**config.mk**
```make
export PLATFORM = sky130hd
export DESIGN_NAME = bus_mux_reg
export DESIGN_NICKNAME = d
export VERILOG_FILES = /design/src/rtl/bus_pkg.sv /design/src/rtl/bus_mux_reg_decode.sv /design/src/rtl/bus_mux_reg.sv
export SDC_FILE = /design/constraint.sdc
export NUM_CORES = 1
export LEC_CHECK = 0
export BUFFER_PORTS_ARGS = -buffer_cell sky130_fd_sc_hd__buf_2
export CORE_ASPECT_RATIO = 0.75
export CORE_MARGIN = 4
export CORE_UTILIZATION = 41
export DETAILED_ROUTE_END_ITERATION = 6
export GPL_TIMING_DRIVEN = 1
export PLACE_DENSITY = 0.81
export RECOVER_POWER = 100
export REMOVE_ABC_BUFFERS = 1
export SYNTH_ARGS = -nofsm -noshare
export SYNTH_HDL_FRONTEND = slang
export SYNTH_SLANG_ARGS = --single-unit
export TNS_END_PERCENT = 10
```
**constraint.sdc**
```tcl
create_clock -name Clock -period 5.75 [get_ports Clock]
set_clock_uncertainty 0.2 [all_clocks]
set_input_delay 0.2875 -clock Clock [delete_from_list [all_inputs] [get_ports Clock]]
set_output_delay 0.2875 -clock Clock [all_outputs]
set_load 0.01 [all_outputs]
```
**src/rtl/bus_pkg.sv**
```systemverilog
// Shared owner encoding and helpers for the registered bus source mux.
package bus_pkg;

  localparam int NUM_REGS_DEF = 8;
  localparam int DATA_W_DEF   = 16;
  localparam int CNT_W_DEF    = 8;
  localparam int SRC_MAX      = 32;

  function automatic int own_w(input int n_regs);
    return $clog2(n_regs + 5);
  endfunction

  function automatic int own_din(input int n_regs);
    return n_regs;
  endfunction

  function automatic int own_g(input int n_regs);
    return n_regs + 1;
  endfunction

  function automatic int own_zero(input int n_regs);
    return n_regs + 2;
  endfunction

  function automatic int own_one(input int n_regs);
    return n_regs + 3;
  endfunction

  function automatic logic [5:0] popcount(
    input logic [SRC_MAX-1:0] v
  );
    logic [5:0] c;
    c = '0;
    for (int i = 0; i < SRC_MAX; i++) begin
      c = c + {5'd0, v[i]};
    end
    return c;
  endfunction

endpackage

```
**src/rtl/bus_mux_reg_decode.sv**
```systemverilog
// Flattens all bus selects into one vector; returns the
// select count class, owner code and selected data.
module bus_sel_decode
  import bus_pkg::*;
#(
  parameter int DATA_W   = DATA_W_DEF,
  parameter int NUM_REGS = NUM_REGS_DEF,
  parameter int OWN_W    = own_w(NUM_REGS)
) (
  input  logic [NUM_REGS-1:0]        Rout,
  input  logic [NUM_REGS*DATA_W-1:0] Rdata,
  input  logic                       DINout,
  input  logic [DATA_W-1:0]          DINdata,
  input  logic                       Gout,
  input  logic [DATA_W-1:0]          Gdata,
  input  logic                       Zout,
  input  logic                       Oneout,
  output logic                       n_is_one,
  output logic                       n_gt_one,
  output logic [OWN_W-1:0]           owner_code,
  output logic [DATA_W-1:0]          sel_data
);

  localparam int NSRC = NUM_REGS + 4;

  logic [NSRC-1:0]   sel_vec;
  logic [DATA_W-1:0] src [NSRC];
  logic [5:0]        n_sel;

  always_comb begin
    for (int i = 0; i < NUM_REGS; i++) begin
      sel_vec[i] = Rout[NUM_REGS-1-i];
      src[i]     = Rdata[i*DATA_W +: DATA_W];
    end
    sel_vec[own_din(NUM_REGS)]  = DINout;
    sel_vec[own_g(NUM_REGS)]    = Gout;
    sel_vec[own_zero(NUM_REGS)] = Zout;
    sel_vec[own_one(NUM_REGS)]  = Oneout;
    src[own_din(NUM_REGS)]      = DINdata;
    src[own_g(NUM_REGS)]        = Gdata;
    src[own_zero(NUM_REGS)]     = '0;
    src[own_one(NUM_REGS)]      = {{(DATA_W-1){1'b0}}, 1'b1};
  end

  always_comb begin
    n_sel    = popcount(SRC_MAX'(sel_vec));
    n_is_one = (n_sel == 6'd1);
    n_gt_one = (n_sel > 6'd1);
  end

  // Only meaningful when exactly one select is set
  always_comb begin
    owner_code = '1;
    sel_data   = '0;
    for (int i = 0; i < NSRC; i++) begin
      if (sel_vec[i]) begin
        owner_code = OWN_W'(i);
        sel_data   = src[i];
      end
    end
  end

endmodule

```
**src/rtl/bus_mux_reg.sv**
```systemverilog
// Registered bus source mux with owner tracking and
// saturating multi-select conflict counter.
module bus_mux_reg
  import bus_pkg::*;
#(
  parameter int DATA_W   = DATA_W_DEF,
  parameter int NUM_REGS = NUM_REGS_DEF,
  parameter int CNT_W    = CNT_W_DEF,
  parameter int OWN_W    = own_w(NUM_REGS)
) (
  input  logic                       Clock,
  input  logic                       Resetn,
  input  logic [NUM_REGS-1:0]        Rout,
  input  logic [NUM_REGS*DATA_W-1:0] Rdata,
  input  logic                       DINout,
  input  logic [DATA_W-1:0]          DINdata,
  input  logic                       Gout,
  input  logic [DATA_W-1:0]          Gdata,
  input  logic                       Zout,
  input  logic                       Oneout,
  input  logic                       clr_err,
  output logic [DATA_W-1:0]          BusWires,
  output logic                       bus_valid,
  output logic [OWN_W-1:0]           owner,
  output logic                       conflict,
  output logic                       err_sticky,
  output logic [CNT_W-1:0]           conflict_cnt
);

  logic              n_is_one;
  logic              n_gt_one;
  logic [OWN_W-1:0]  owner_code;
  logic [DATA_W-1:0] sel_data;

  logic [DATA_W-1:0] bus_q, bus_d;
  logic              valid_q, valid_d;
  logic [OWN_W-1:0]  owner_q, owner_d;
  logic              conflict_q, conflict_d;
  logic              sticky_q, sticky_d;
  logic [CNT_W-1:0]  cnt_q, cnt_d;
  logic [CNT_W-1:0]  cnt_base;
  logic              sticky_base;

  bus_sel_decode #(
    .DATA_W   (DATA_W),
    .NUM_REGS (NUM_REGS),
    .OWN_W    (OWN_W)
  ) u_dec (
    .Rout       (Rout),
    .Rdata      (Rdata),
    .DINout     (DINout),
    .DINdata    (DINdata),
    .Gout       (Gout),
    .Gdata      (Gdata),
    .Zout       (Zout),
    .Oneout     (Oneout),
    .n_is_one   (n_is_one),
    .n_gt_one   (n_gt_one),
    .owner_code (owner_code),
    .sel_data   (sel_data)
  );

  always_comb begin
    bus_d      = bus_q;
    owner_d    = owner_q;
    valid_d    = n_is_one;
    conflict_d = n_gt_one;
    if (n_is_one) begin
      bus_d   = sel_data;
      owner_d = owner_code;
    end
  end

  // Clear first, then count a conflict in the same cycle
  always_comb begin
    cnt_base    = clr_err ? '0 : cnt_q;
    sticky_base = clr_err ? 1'b0 : sticky_q;
    cnt_d       = cnt_base;
    sticky_d    = sticky_base;
    if (n_gt_one) begin
      sticky_d = 1'b1;
      if (cnt_base != '1) begin
        cnt_d = cnt_base + 1'b1;
      end
    end
  end

  always_ff @(posedge Clock) begin
    if (!Resetn) begin
      bus_q      <= '0;
      valid_q    <= 1'b0;
      owner_q    <= '1;
      conflict_q <= 1'b0;
      sticky_q   <= 1'b0;
      cnt_q      <= '0;
    end else begin
      bus_q      <= bus_d;
      valid_q    <= valid_d;
      owner_q    <= owner_d;
      conflict_q <= conflict_d;
      sticky_q   <= sticky_d;
      cnt_q      <= cnt_d;
    end
  end

  assign BusWires     = bus_q;
  assign bus_valid    = valid_q;
  assign owner        = owner_q;
  assign conflict     = conflict_q;
  assign err_sticky   = sticky_q;
  assign conflict_cnt = cnt_q;

endmodule

```
==> flow_metrics.env, run 1 <==
export IMPL_path_common_cell="fa_1"
export IMPL_synth_edf_count=0
export IMPL_cap_violations=0
export IMPL_ant_nets=0
export IMPL_whs_path_depth=3
export IMPL_path_max_fanout=19
export IMPL_track_usage=0.285
export IMPL_path_clk_slew_ns=0.07
export IMPL_synth_seq_cells=31
export IMPL_dieHeight_um=79.7
export IMPL_setup_viol=0
export IMPL_worstHoldStart="Gdata[3]"
export IMPL_n_antenna_cell=0
export IMPL_endpoint_kind="flip-flop"
export IMPL_worstSetupPathType="in2reg"
export IMPL_reg2reg_from="conflict_cnt[0]"
export IMPL_synth_top_area_frac=0.221
export IMPL_cp_start_kind="input pin"
export IMPL_finalHoldViolCount=0
export IMPL_cts_root_buf="clkbuf_8"
export IMPL_hold_class="in2reg"
export IMPL_grt_pass1_vias=3471
export IMPL_status="finished clean"
export IMPL_dr_pass1_iters=5
export IMPL_holdPathEnd="BusWires[3]"
export IMPL_final_fill_count=626
export IMPL_viasPerCell=6.13
export IMPL_hpwl_um=10500
export IMPL_maxSlewViolCount=0
export IMPL_drive_gt1_frac=0.366
export IMPL_slew_headroom=0.204
export IMPL_cp_required_ns=5.73
export IMPL_wl_per_cell_um=21.2
export IMPL_antenna_found_initial=0
export IMPL_critPathLaunch="Rout[6]"
export IMPL_async_flop_share=0
export IMPL_numCtsBuffers=5
export IMPL_dp_cells=601
export IMPL_cp_slowest_cell="a21oi_1"
export IMPL_cts_resized=0
export IMPL_p_per_area_mw_per_mm2=214
export IMPL_num_vias=3734
export IMPL_fin_cells=609
export IMPL_holdBufCountCts=0
export IMPL_remaining_drc_errors=0
export IMPL_die_w_um=104
export IMPL_grt_pass1_wl_um=18600
export IMPL_period_share=0.859
export IMPL_synthCells=342
export IMPL_regToRegEndpoint="conflict_cnt[0]"
export IMPL_synth_common_cells="a221oi_1 (42), inv_1 (35), nor2_1 (34)"
export IMPL_avgSynthCellArea_um2=8.21
export IMPL_crit_chain="buf_2 -> inv_1 -> ha_1 -> inv_1 -> fa_1 -> fa_1 -> fa_1 -> inv_1 -> fa_1 -> fa_1 -> and2_0 -> a21oi_1 -> nor3b_4 -> nand2b_1 -> clkbuf_2 -> o22a_1"
export IMPL_synth_area_leaders="dfxtp_1 (22%), a221oi_1 (13%), o32ai_2 (5.2%)"
export IMPL_port_buffers=205
export IMPL_die_area_mm2=0.00825
export IMPL_leakage_nw=1.63
export IMPL_yosysTopAreaCell="dfxtp_1"
export IMPL_synth_most_common_cell="a221oi_1"
export IMPL_cts_sinks=31
export IMPL_ir_drop_mv=0.114
export IMPL_rrSetupSlack_ns=3.47
export IMPL_areaGrowthSynthToFinish_pct=34.6
export IMPL_initial_core_util=0.434
export IMPL_postCtsSetupBuffers=0
export IMPL_nets=716
export IMPL_rows=25
export IMPL_crit_arrival_ns=4.93
export IMPL_rsz0062_at_grt="no"
export IMPL_tns_ns=0
export IMPL_synth_ff_type="dfxtp_1"
export IMPL_clk_latency_ns=0.29
export IMPL_seq_area_frac_synth=0.221
export IMPL_clockBufferDepth=2
export IMPL_cts_tree="built"
export IMPL_cp_slowest_stage_delay_ns=0.50
export IMPL_netlist_area_mm2=0.00281
export IMPL_io_pin_count=206
export IMPL_drt_total_wl_um=12900
export IMPL_h_tree_depth=2
export IMPL_max_slew_worst_pin_slew_ns=1.19
export IMPL_coreArea_mm2=0.00647
export IMPL_max_freq_ghz=0.202
export IMPL_drt_iter0_markers=405
export IMPL_multi_input_area_mm2=0.00182
export IMPL_routabilityCongestion=1.07
export IMPL_register_area_um2=621
export IMPL_synth_warnings=0
export IMPL_grt_max_degree=29
export IMPL_post_route_min_period_ns=4.94
export IMPL_synth_cell_types=59
export IMPL_reg2reg_depth=7
export IMPL_grt_ovfl_total=0
==> metrics by stage <==
step                worst slack [ns]  utilization  hold WS [ns]  area (µm²)  power, W
finish                         0.808        0.584        0.0894        3780  0.000809
global route                   0.626        0.584         0.127        3780  0.000862
CTS                            0.935        0.601        0.0974        3890  0.000828
detailed placement             0.632        0.585         0.249        3780  0.000635
global placement               0.829        0.585         0.244        3780  0.000618
floorplan                       1.14            -         0.149        2640  0.000472
==> worst max-delay path, delay by kind of cell <==
| kind | cells | cell delay, ns |
|---|---|---|
| AOI/OAI and AO/OA | 2 | 0.77 |
| adders and majority gates | 6 | 2.52 |
| buffers and inverters | 5 | 0.82 |
| and+or+nand+nor | 3 | 0.53 |
==> how the worst max path moves through the flow <==
| stage | depth (start not counted) | endpoint |
|---|---|---|
| 2_1_floorplan | 13 | BusWires[15] |
| 3_3_place_gp | 14 | BusWires[7] |
| 3_5_place_dp | 14 | BusWires[5] |
| 4_1_cts | 14 | BusWires[9] |
| 5_1_grt | 16 | owner[3] |
| 6_report | 16 | owner[3] |
==> flip-flops by register name, indices dropped and copies added (netlist names) <==
signal	count
BusWires	16
conflict_cnt	8
owner	4
bus_valid	1
conflict	1
err_sticky	1
==> cell type report <==
cell class / instances / area share
inverters: 36 / 0.0357
clock buffers: 7 / 0.0255
well taps: 81 / 0.0268
flip-flops and latches: 31 / 0.164
repair buffers: 207 / 0.264
multi-input cells: 246 / 0.481
clock inverters: 1 / 0.00199
==> routing by layer <==
metal	routed length (µm)	vias up	GRT usage
li1	-	1695	-
met1	5180	1745	0.391
met2	6040	261	0.452
met3	1390	33	0.0598
met4	269	0	0.0890
met5	0	-	0
==> cell usage in the layout (no fill, tap or decap), drive strengths merged, types with 12 or more instances in the layout <==
master	synthesis	final
o21ai	23	23
a221oi	43	43
clkbuf	15	39
dfxtp	31	31
o221ai	14	14
buf	14	175
o32ai	15	15
o22ai	17	17
nor2	35	35
inv	35	35
a21oi	12	12
==> report_power, final <==
part	internal [W]	switching, W	leakage, nW
Clock	0.000109	0.0000866	0.0505
Combinational	0.000145	0.000213	1.33
Sequential	0.000241	0.0000146	0.252
==> kinds of logic (layout without fill, tap and decap cells) <==
logic type / count (synthesis) / count (layout) / share of synthesized area
multiplexers: 1 / 1 / 0.00356
AND/OR/NAND/NOR: 80 / 80 / 0.154
adder cells (fa/ha/maj): 14 / 14 / 0.0811
buffers and inverters: 65 / 251 / 0.107
AO/OA/AOI/OAI: 147 / 147 / 0.420
XOR/XNOR: 4 / 4 / 0.0125
flip-flops: 31 / 31 / 0.221
(Power assumes the default switching activity.)
==> run 2: changes to the inputs <==
--- a/config.mk
+++ b/config.mk
@@ -5,13 +5,14 @@
 export SDC_FILE = /design/constraint.sdc
 export NUM_CORES = 1
 export LEC_CHECK = 0
-export BUFFER_PORTS_ARGS = -buffer_cell sky130_fd_sc_hd__buf_2
 export CORE_ASPECT_RATIO = 0.75
 export CORE_MARGIN = 4
-export CORE_UTILIZATION = 41
+export CORE_UTILIZATION = 59
+export CTS_CLUSTER_SIZE = 20
 export DETAILED_ROUTE_END_ITERATION = 6
+export DONT_BUFFER_PORTS = 1
 export GPL_TIMING_DRIVEN = 1
-export PLACE_DENSITY = 0.81
+export PLACE_DENSITY = 0.75
 export RECOVER_POWER = 100
 export REMOVE_ABC_BUFFERS = 1
 export SYNTH_ARGS = -nofsm -noshare
==> run 2 against run 1 <==
  * The run now ends with hold timing left
  * Critical path depth decreased by 5
  * Sequential power increased by 6%
  * Register-to-register slack barely moved
  * Die area is 28% lower
  * Core utilization rose by 2.7 points
  * Design area is 27% lower
  * Critical endpoint is now BusWires[2]
==> flow_metrics.env, run 2 (same netlist as run 1, synthesis figures left out) <==
export IMPL_maxSlewViolCount=0
export IMPL_remaining_drc_errors=0
export IMPL_rows=21
export IMPL_die_w_um=87.7
export IMPL_initial_core_util=0.622
export IMPL_n_antenna_cell=0
export IMPL_reg2reg_depth=7
export IMPL_endpoint_kind="flip-flop"
export IMPL_path_max_fanout=16
export IMPL_cp_slowest_stage_delay_ns=0.50
export IMPL_track_usage=0.315
export IMPL_cp_depth=11
export IMPL_crit_arrival_ns=4.50
export IMPL_dieHeight_um=67.8
export IMPL_drt_iter0_markers=231
export IMPL_slew_headroom=0.271
export IMPL_cp_required_ns=5.73
export IMPL_cp_start_kind="input pin"
export IMPL_largest_register_ff_count=16
export IMPL_cp_buffers_inverters=2
export IMPL_path_common_cell="fa_1"
export IMPL_postCtsSetupBuffers=0
export IMPL_cts_root_buf="clkbuf_8"
export IMPL_final_common_cell="a221oi_1"
export IMPL_cp_slowest_cell="fa_1"
export IMPL_worstHoldStart="Gdata[11]"
export IMPL_setup_viol=0
export IMPL_worstSetupPathType="in2reg"
export IMPL_io_pin_count=206
export IMPL_drt_total_wl_um=10200
export IMPL_nets=512
export IMPL_endpoint="BusWires[2]"
export IMPL_period_share=0.787
export IMPL_holdWs_ns=-0.000688
export IMPL_dr_pass1_iters=5
export IMPL_die_area_mm2=0.00594
export IMPL_clockBufferDepth=2
export IMPL_num_vias=2881
export IMPL_max_slew_worst_pin_slew_ns=1.09
export IMPL_routabilityCongestion=0.913
export IMPL_crit_chain="inv_1 -> fa_1 -> fa_1 -> fa_1 -> inv_1 -> fa_1 -> fa_1 -> or2_0 -> nor3b_4 -> nand3_4 -> o32ai_1"
export IMPL_final_fill_count=430
export IMPL_ir_drop_mv=0.181
export IMPL_coreArea_mm2=0.00452
export IMPL_wl_per_cell_um=26.8
export IMPL_cts_sinks=31
export IMPL_tns_ns=0
export IMPL_grt_pass1_wl_um=14200
export IMPL_clk_latency_ns=0.28
export IMPL_areaGrowthSynthToFinish_pct=-1.69
export IMPL_ant_nets=0
export IMPL_reg2reg_from="conflict_cnt[0]"
export IMPL_viasPerCell=7.58
export IMPL_numCtsBuffers=5
export IMPL_max_freq_ghz=0.221
export IMPL_grt_pass1_vias=2653
export IMPL_grt_max_degree=29
export IMPL_crit_family="adder cells"
export IMPL_critPathLaunch="Rout[0]"
export IMPL_cts_tree="built"
export IMPL_path_clk_slew_ns=0.06
export IMPL_cap_violations=0
export IMPL_drive_gt1_frac=0.0526
export IMPL_port_buffers=0
export IMPL_regToRegEndpoint="conflict_cnt[0]"
export IMPL_finalHoldViolCount=1
export IMPL_whs_path_depth=2
export IMPL_status="finished, violations left"
export IMPL_leakage_nw=0.911
export IMPL_final_cell_mix="a221oi_1 (42), inv_1 (35), nor2_1 (34)"
export IMPL_violations="hold timing"
export IMPL_hpwl_um=8200
export IMPL_rrSetupSlack_ns=3.47
export IMPL_rsz0062_at_grt="no"
export IMPL_h_tree_depth=2
export IMPL_antenna_found_initial=0
export IMPL_grt_ovfl_total=0
export IMPL_post_route_min_period_ns=4.53
export IMPL_p_per_area_mw_per_mm2=250
export IMPL_hold_class="in2reg"
[run 2: cell count changes in the layout (fill, tap and decap cells not counted)]
| cell | before | now |
|---|---|---|
| clkbuf_8 | 7 | 6 |
| and2_0 | 3 | 2 |
| or2_1 | 3 | 2 |
| clkinvlp_4 | 1 | 0 |
| or2_0 | 0 | 1 |
| buf_2 | 174 | 0 |
| dlygate4sd3_1 | 0 | 2 |
| clkbuf_2 | 1 | 0 |
| and2_1 | 2 | 3 |
| clkinv_2 | 0 | 1 |
| clkbuf_1 | 31 | 0 |
[run 2: worst min-delay path by stage]
stage / slack, ns / to
6_report: -0.0007 / BusWires[11]
3_5_place_dp: 0.17 / owner[2]
2_1_floorplan: 0.15 / owner[2]
4_1_cts: 0.000002 / BusWires[5]
5_1_grt: -0.004 / BusWires[11]
3_3_place_gp: 0.16 / owner[2]
[run 2: repair_timing]
action                     CTS  global route
hold buffers                 2             0
setup endpoints to repair    0             0
resized for setup            0             0
hold endpoints to repair    12             0
[run 2: final cells by class]
| type | count | area, µm² | area share |
|---|---|---|---|
| multi-input cells | 246 | 1820 | 0.659 |
| flip-flops and latches | 31 | 621 | 0.225 |
| inverters | 36 | 135 | 0.0489 |
| clock buffers | 6 | 82.6 | 0.0299 |
| well taps | 57 | 71.3 | 0.0258 |
| repair buffers | 3 | 27.5 | 0.00997 |
| clock inverters | 1 | 5.00 | 0.00181 |
[run 2: layer usage]
layer / part of all wire / global-route usage / vias to the layer above
li1: - / - / 1289
met1: 0.41 / 0.450 / 1366
met2: 0.45 / 0.464 / 208
met3: 0.11 / 0.0768 / 18
met4: 0.022 / 0.0958 / 0
met5: 0 / 0 / -
[run 2: through the flow]
step,setup WS (ns),instance area (µm²),cells,total power [W],util
finish,1.22,2760,380,0.000690,0.611
global placement,1.16,2720,371,0.000518,0.602
floorplan,1.14,2640,313,0.000472,-
detailed placement,1.02,2720,371,0.000530,0.602
global route,1.03,2760,380,0.000733,0.611
CTS,1.31,2830,380,0.000700,0.626
[run 2: power by group]
| group | internal (W) | total (W) | switching (W) |
|---|---|---|---|
| clock network | 0.0000937 | 0.000173 | 0.0000789 |
| logic | 0.0000968 | 0.000245 | 0.000148 |
| registers | 0.000242 | 0.000272 | 0.0000309 |
| total | 0.000432 | 0.000690 | 0.000258 |
[run 2: worst register-to-register path, cell delays in order (launching register included)]
cell	delay (ns)
dfxtp_1	0.41
nor2b_1	0.23
ha_1	0.21
nand2_1	0.11
or4_4	0.46
o21ai_0	0.26
xnor2_1	0.12
and2_0	0.17
